<file path="src/rtl/mem_bist_ctrl.sv">
// March C- BIST controller that owns a single-port mem during a test and forwards the host port otherwise.
// Define BIST_WALK_EN to append walking-one element M6 (w 1<<j, r 1<<j per bit, then w0) after M5.
module mem_bist_ctrl #(
  parameter int WIDTH = 8,
  parameter int DEPTH = 4,
  localparam int AW = (DEPTH > 1) ? $clog2(DEPTH) : 1
) (
  input  logic             clk,
  input  logic             res,
  input  logic             start,
  output logic             busy,
  output logic             done,
  output logic             pass,
  output logic             fail,
  output logic [AW-1:0]    fail_addr,
  output logic [WIDTH-1:0] fail_data,
  output logic [2:0]       fail_elem,
  input  logic             host_wen,
  input  logic             host_ren,
  input  logic [AW-1:0]    host_addr,
  input  logic [WIDTH-1:0] host_wr_data,
  output logic             host_stall,
  output logic             mem_wen,
  output logic             mem_ren,
  output logic [AW-1:0]    mem_addr,
  output logic [WIDTH-1:0] mem_wr_data,
  input  logic [WIDTH-1:0] mem_rd_data
);

  typedef enum logic [2:0] {S_IDLE, S_WR, S_RD, S_CMP, S_DONE} state_t;

`ifdef BIST_WALK_EN
  localparam logic [2:0] LAST_ELEM = 3'd6;
  localparam int BW = $clog2(WIDTH + 1);
  logic [BW-1:0]    bit_q, bit_d;
  logic [WIDTH-1:0] walk_word;
  logic             walk_clear;
`else
  localparam logic [2:0] LAST_ELEM = 3'd5;
`endif

  state_t           state_q, state_d;
  logic [2:0]       elem_q, elem_d;
  logic [AW-1:0]    addr_q, addr_d;
  logic             pass_q, pass_d, fail_q, fail_d;
  logic [AW-1:0]    fail_addr_q, fail_addr_d;
  logic [WIDTH-1:0] fail_data_q, fail_data_d;
  logic [2:0]       fail_elem_q, fail_elem_d;
  logic             desc, addr_last, adv;
  logic [WIDTH-1:0] exp_word, wr_word;

  assign desc      = (elem_q == 3'd3) || (elem_q == 3'd4);
  assign addr_last = desc ? (addr_q == '0) : (addr_q == AW'(DEPTH - 1));

`ifdef BIST_WALK_EN
  // bit_q == WIDTH marks the trailing w0 that leaves the word cleared
  assign walk_clear = (bit_q == BW'(WIDTH));
  assign walk_word  = walk_clear ? '0 : (WIDTH'(1) << bit_q);
`endif

  always_comb begin
    exp_word = '0;
    wr_word  = '0;
    case (elem_q)
      3'd1, 3'd3: wr_word  = '1;
      3'd2, 3'd4: exp_word = '1;
`ifdef BIST_WALK_EN
      3'd6: begin
        exp_word = walk_word;
        wr_word  = walk_word;
      end
`endif
      default: ;
    endcase
  end

  always_comb begin
    state_d     = state_q;
    elem_d      = elem_q;
    addr_d      = addr_q;
    pass_d      = pass_q;
    fail_d      = fail_q;
    fail_addr_d = fail_addr_q;
    fail_data_d = fail_data_q;
    fail_elem_d = fail_elem_q;
    adv         = 1'b0;
`ifdef BIST_WALK_EN
    bit_d       = bit_q;
`endif
    case (state_q)
      S_IDLE: begin
        if (start) begin
          state_d = S_WR;
          elem_d  = 3'd0;
          addr_d  = '0;
          pass_d  = 1'b0;
          fail_d  = 1'b0;
`ifdef BIST_WALK_EN
          bit_d   = '0;
`endif
        end
      end
      S_WR: begin
`ifdef BIST_WALK_EN
        if (elem_q == 3'd6 && !walk_clear) state_d = S_RD;
        else adv = 1'b1;
`else
        adv = 1'b1;
`endif
      end
      S_RD: state_d = S_CMP;
      S_CMP: begin
        if (mem_rd_data != exp_word) begin
          state_d     = S_DONE;
          fail_d      = 1'b1;
          fail_addr_d = addr_q;
          fail_data_d = mem_rd_data;
          fail_elem_d = elem_q;
        end else if (elem_q == 3'd5) begin
          adv = 1'b1;
`ifdef BIST_WALK_EN
        end else if (elem_q == 3'd6) begin
          bit_d   = bit_q + 1'b1;
          state_d = S_WR;
`endif
        end else begin
          state_d = S_WR;
        end
      end
      S_DONE:  state_d = S_IDLE;
      default: state_d = S_IDLE;
    endcase

    // End of the ops at one address: step the counter or roll into the next element
    if (adv) begin
      if (addr_last) begin
        if (elem_q == LAST_ELEM) begin
          state_d = S_DONE;
          pass_d  = 1'b1;
        end else begin
          elem_d  = elem_q + 3'd1;
          addr_d  = (elem_q == 3'd2 || elem_q == 3'd3) ? AW'(DEPTH - 1) : '0;
          state_d = (elem_q == 3'd5) ? S_WR : S_RD;
        end
      end else begin
        addr_d  = desc ? addr_q - 1'b1 : addr_q + 1'b1;
        state_d = (elem_q == 3'd0 || elem_q == 3'd6) ? S_WR : S_RD;
      end
`ifdef BIST_WALK_EN
      bit_d = '0;
`endif
    end
  end

  always_comb begin
    mem_wen     = 1'b0;
    mem_ren     = 1'b0;
    mem_addr    = '0;
    mem_wr_data = '0;
    case (state_q)
      S_WR: begin
        mem_wen     = 1'b1;
        mem_addr    = addr_q;
        mem_wr_data = wr_word;
      end
      S_RD: begin
        mem_ren  = 1'b1;
        mem_addr = addr_q;
      end
      S_IDLE, S_DONE: begin
        if (!res) begin
          mem_wen     = host_wen;
          mem_ren     = host_ren & ~host_wen;
          mem_addr    = host_addr;
          mem_wr_data = host_wr_data;
        end
      end
      default: ;
    endcase
  end

  always_ff @(posedge clk) begin
    if (res) begin
      state_q     <= S_IDLE;
      elem_q      <= '0;
      addr_q      <= '0;
      pass_q      <= 1'b0;
      fail_q      <= 1'b0;
      fail_addr_q <= '0;
      fail_data_q <= '0;
      fail_elem_q <= '0;
`ifdef BIST_WALK_EN
      bit_q       <= '0;
`endif
    end else begin
      state_q     <= state_d;
      elem_q      <= elem_d;
      addr_q      <= addr_d;
      pass_q      <= pass_d;
      fail_q      <= fail_d;
      fail_addr_q <= fail_addr_d;
      fail_data_q <= fail_data_d;
      fail_elem_q <= fail_elem_d;
`ifdef BIST_WALK_EN
      bit_q       <= bit_d;
`endif
    end
  end

  assign busy       = (state_q == S_WR) || (state_q == S_RD) || (state_q == S_CMP);
  assign host_stall = busy;
  assign done       = (state_q == S_DONE);
  assign pass       = pass_q;
  assign fail       = fail_q;
  assign fail_addr  = fail_addr_q;
  assign fail_data  = fail_data_q;
  assign fail_elem  = fail_elem_q;

endmodule
</file>
<file path="config.mk">
export PLATFORM = sky130hd
export DESIGN_NAME = mem_bist_ctrl
export DESIGN_NICKNAME = d
export VERILOG_FILES = /design/src/rtl/mem_bist_ctrl.sv
export SDC_FILE = /design/constraint.sdc
export NUM_CORES = 1
export LEC_CHECK = 0
export ABC_AREA = 1
export BUFFER_PORTS_ARGS = -buffer_cell sky130_fd_sc_hd__buf_2
export CORE_MARGIN = 4
export CORE_UTILIZATION = 35
export CTS_CLUSTER_SIZE = 25
export DETAILED_ROUTE_END_ITERATION = 10
export GPL_TIMING_DRIVEN = 0
export PLACE_DENSITY = 0.7
export SLEW_MARGIN = 5
export SYNTH_ARGS = -nofsm -noshare
export SYNTH_HDL_FRONTEND = slang
export SYNTH_SLANG_ARGS = --single-unit
</file>
<file path="constraint.sdc">
create_clock -name clk -period 1.8 [get_ports clk]
set_clock_uncertainty 0.1 [all_clocks]
set_input_delay 0.18 -clock clk [delete_from_list [all_inputs] [get_ports clk]]
set_output_delay 0.18 -clock clk [all_outputs]
set_load 0.02 [all_outputs]
</file>
==> flow_metrics.py <==
metrics = {
    "synthesis": {
        "yosysSeqAreaShare_pct": 31.2,
        "synth_area_leaders": "dfxtp_1 31%, nand2_1 16%, inv_1 6.1%, nor2_1 6.1%, nand3_1 5.1%",
        "yosysMostFrequentCell": "nand2_1",
        "syn_nets": 248,
        "synth-adder-area-share_pct": 4.24,
        "ys_seq_elements": 23,
        "synth_top_cell_by_area": "dfxtp_1",
        "synth_top_family_by_area": "simple AND/OR/NAND/NOR gates",
        "yosys_warnings": 0,
        "synth_enable_flop_cells": 0,
        "synth-simple-area-share_pct": 33.7,
        "syn_area_um2": 1480,
        "synth-compound-area-share_pct": 18.1,
        "synth_top_area_share_pct": 31.2,
        "yosys_most_used_dff": "dfxtp_1",
        "netlist_instances": 220,
        "synth_commonest_cells": "61 x nand2_1, 24 x inv_1, 24 x nor2_1",
        "synth_xor_area_share_pct": 0,
        "async_reset_ff_share_pct": 0,
        "synthMuxAreaShare_pct": 0,
        "syn_avg_cell_area_um2": 6.71,
        "yosys.cell_types.count": 25,
    },
    "finish": {
        "multi_input_area_um2": 925,
        "area_growth_pct": 37.0,
        "utilization_pct": 50.2,
        "instances_no_fill": 332,
        "drive_gt1_share_pct": 43.3,
        "nFillCells": 398,
        "n_antenna_cell": 0,
        "regArea_um2": 473,
        "final_nets": 311,
    },
    "grt": {
        "grtUsageTotal_pct": 14.5,
        "grt_pass1_wl_mm": 6.20,
        "grt_antenna_before_repair": 0,
        "grt_start_max_net_pins": 14,
        "grt_pass1_vias": 1403,
        "grt_overflow": 0,
    },
    "placement": {
        "dp_hpwl_mm": 2.85,
        "portBuffers": 51,
        "gp_congestion": 0.819,
        "dp.cells": 321,
        "place_ws_ns": -0.0600,
    },
    "setup_path": {
        "slowest_stage": "dfxtp_4",
        "path_cells": "ha_4 > ha_1 > inv_2 > nand2_2 > nand2_4 > nand2_1 > buf_2",
        "max_stage_delay_ns": 0.38,
        "critical_path_class": "reg -> out",
        "worstPathRequired_ns": 1.52,
        "crit_path_end_kind": "output pin",
        "cp.buffers_inverters": 2,
        "critical-path-top-delay-family": "flip-flops",
        "cp-start-kind": "register",
        "crit_fanout": 8,
        "critPathArrivalTime_ns": 1.43,
    },
    "pwr": {
        "pwr_density_cell_nw_per_um2": 559,
        "clkPwrFrac_pct": 28.9,
        "leakagePower_uw": 0.00107,
        "comb_power_share_pct": 24.8,
        "seqPwrFrac_pct": 46.3,
        "vdd_drop_max_uv": 337,
        "finalPower_uw": 1130,
        "intPower_uw": 777,
        "swShare_pct": 31.3,
        "power_switching_uw": 354,
    },
    "detailed_routing": {
        "antenna_left": 0,
        "post-route-drc-count": 0,
        "first_pass_iters": 4,
        "vias": 1566,
        "viasPerCell": 4.72,
        "drt_first_iter_violations": 84,
        "avgRoutedWirePerCell_um": 11.7,
        "drt-total-wl_mm": 3.90,
    },
    "clock_tree": {
        "cts_root_buf": "clkbuf_8",
        "cts_tree": "done",
        "cts_made_buffers": 3,
        "cts.sinks": 23,
        "clockBufferDepth": 2,
        "cts_max_level": 1,
        "clk_pin_slew_ns": 0.09,
        "clock_latency_ns": 0.27,
    },
    "outcome": {
        "outcome": "complete, no violations",
    },
    "timing": {
        "final_hold_viol_count": 0,
        "drv_slew": 0,
        "hold_ws_ns": 0.0734,
        "finalCritPeriodShare_pct": 95.1,
        "tightestPinTransition_ns": 0.385,
        "min_period_ns": 1.71,
        "setup_viol": 0,
        "max_freq_ghz": 0.584,
        "setup_slack_ns": 0.0886,
        "relSlewSlack_pct": 74.3,
    },
    "floorplanning": {
        "core-area_um2": 4030,
        "die_h_um": 73.0,
        "pin_count": 53,
        "rows": 23,
        "initial_core_util_pct": 36.6,
        "fp.dieArea_um2": 5320,
        "die_w_um": 73.0,
    },
    "min_path": {
        "hold_path.class": "in -> reg",
    },
    "job": {
        "drv_cap": 0,
    },
}
cells in the final DEF, fill, tap and decap left out, types with 3 or more instances in the layout:
master and instances:
a21oi_2 7, inv_6 3, o21ai_1 5, inv_1 18, o21ai_0 9, buf_2 49, nor2_1 22, buf_4 11
inv_2 7, a21oi_1 12, dfxtp_4 3, dfxtp_1 19, nand2_1 56, nand3_1 15, clkbuf_8 3, ha_4 3
o21ai_2 7, nand2_2 10, nand2_4 3
what timing repair did:
item                       CTS  global route
hold buffers                 0             0
buffers inserted             2             5
pin swaps                    2             4
setup endpoints to repair   32            34
resized for setup            9            41
per-layer routing:
layer	track usage [%]	wire, um
met1	18.3	1610
met2	25.1	1940
met3	3.86	298
met4	2.46	46
met5	0	0
final cells by class:
cell class / count / area share (%)
timing repair buffer: 58 / 15.6
clock buffer: 3 / 2.04
inverter: 29 / 6.25
clock inverter: 1 / 0.247
sequential: 23 / 23.4
multi-input combinational: 160 / 45.7
buffer: 8 / 3.71
tap: 50 / 3.09
state kept, by name, summed over array words and instances (netlist names):
name,flops
addr_q,2
elem_q,3
fail,1
fail_addr,2
fail_data,8
fail_elem,3
pass,1
state_q,3
logic make-up (layout without fill, tap and decap cells):
group                      after synthesis  in the layout
and+or+nand+nor                        113            113
AOI/OAI and AO/OA                       42             42
buffers and inverters                   37             99
DFF                                     23             23
adders and majority gates                5              5
tightest hold or removal path, cell delays in order:
cell and delay (ns):
buf_2 0.11, inv_1 0.07, a21oi_2 0.05
per-stage QoR:
stage / TNS (ns) / area, um^2
2_1_floorplan: 0 / 1480
3_3_place_gp: -0.102 / 1790
3_5_place_dp: -0.497 / 1790
4_1_cts: 0 / 1880
5_1_grt: -0.0316 / 2020
6_report: 0 / 2020
power by group through the flow:
stage | clock network (uW) | registers (uW) | logic (uW)
final | 327 | 524 | 281
after global routing | 355 | 526 | 313
after CTS | 334 | 525 | 260
after detailed placement | 0 | 536 | 243
after global placement | 0 | 535 | 241
after floorplan | 0 | 536 | 163
final timing paths:
path / from / to / slack (ns) / depth (start not counted)
max reg2reg: elem_q[1] / state_q[0] / 0.09 / 9
min: mem_rd_data[2] / fail_data[2] / 0.07 / 3
min reg2reg: pass / pass / 0.37 / 2
max: elem_q[0] / mem_wr_data[1] / 0.09 / 7
No activity file was read; power rests on OpenSTA's default activity.
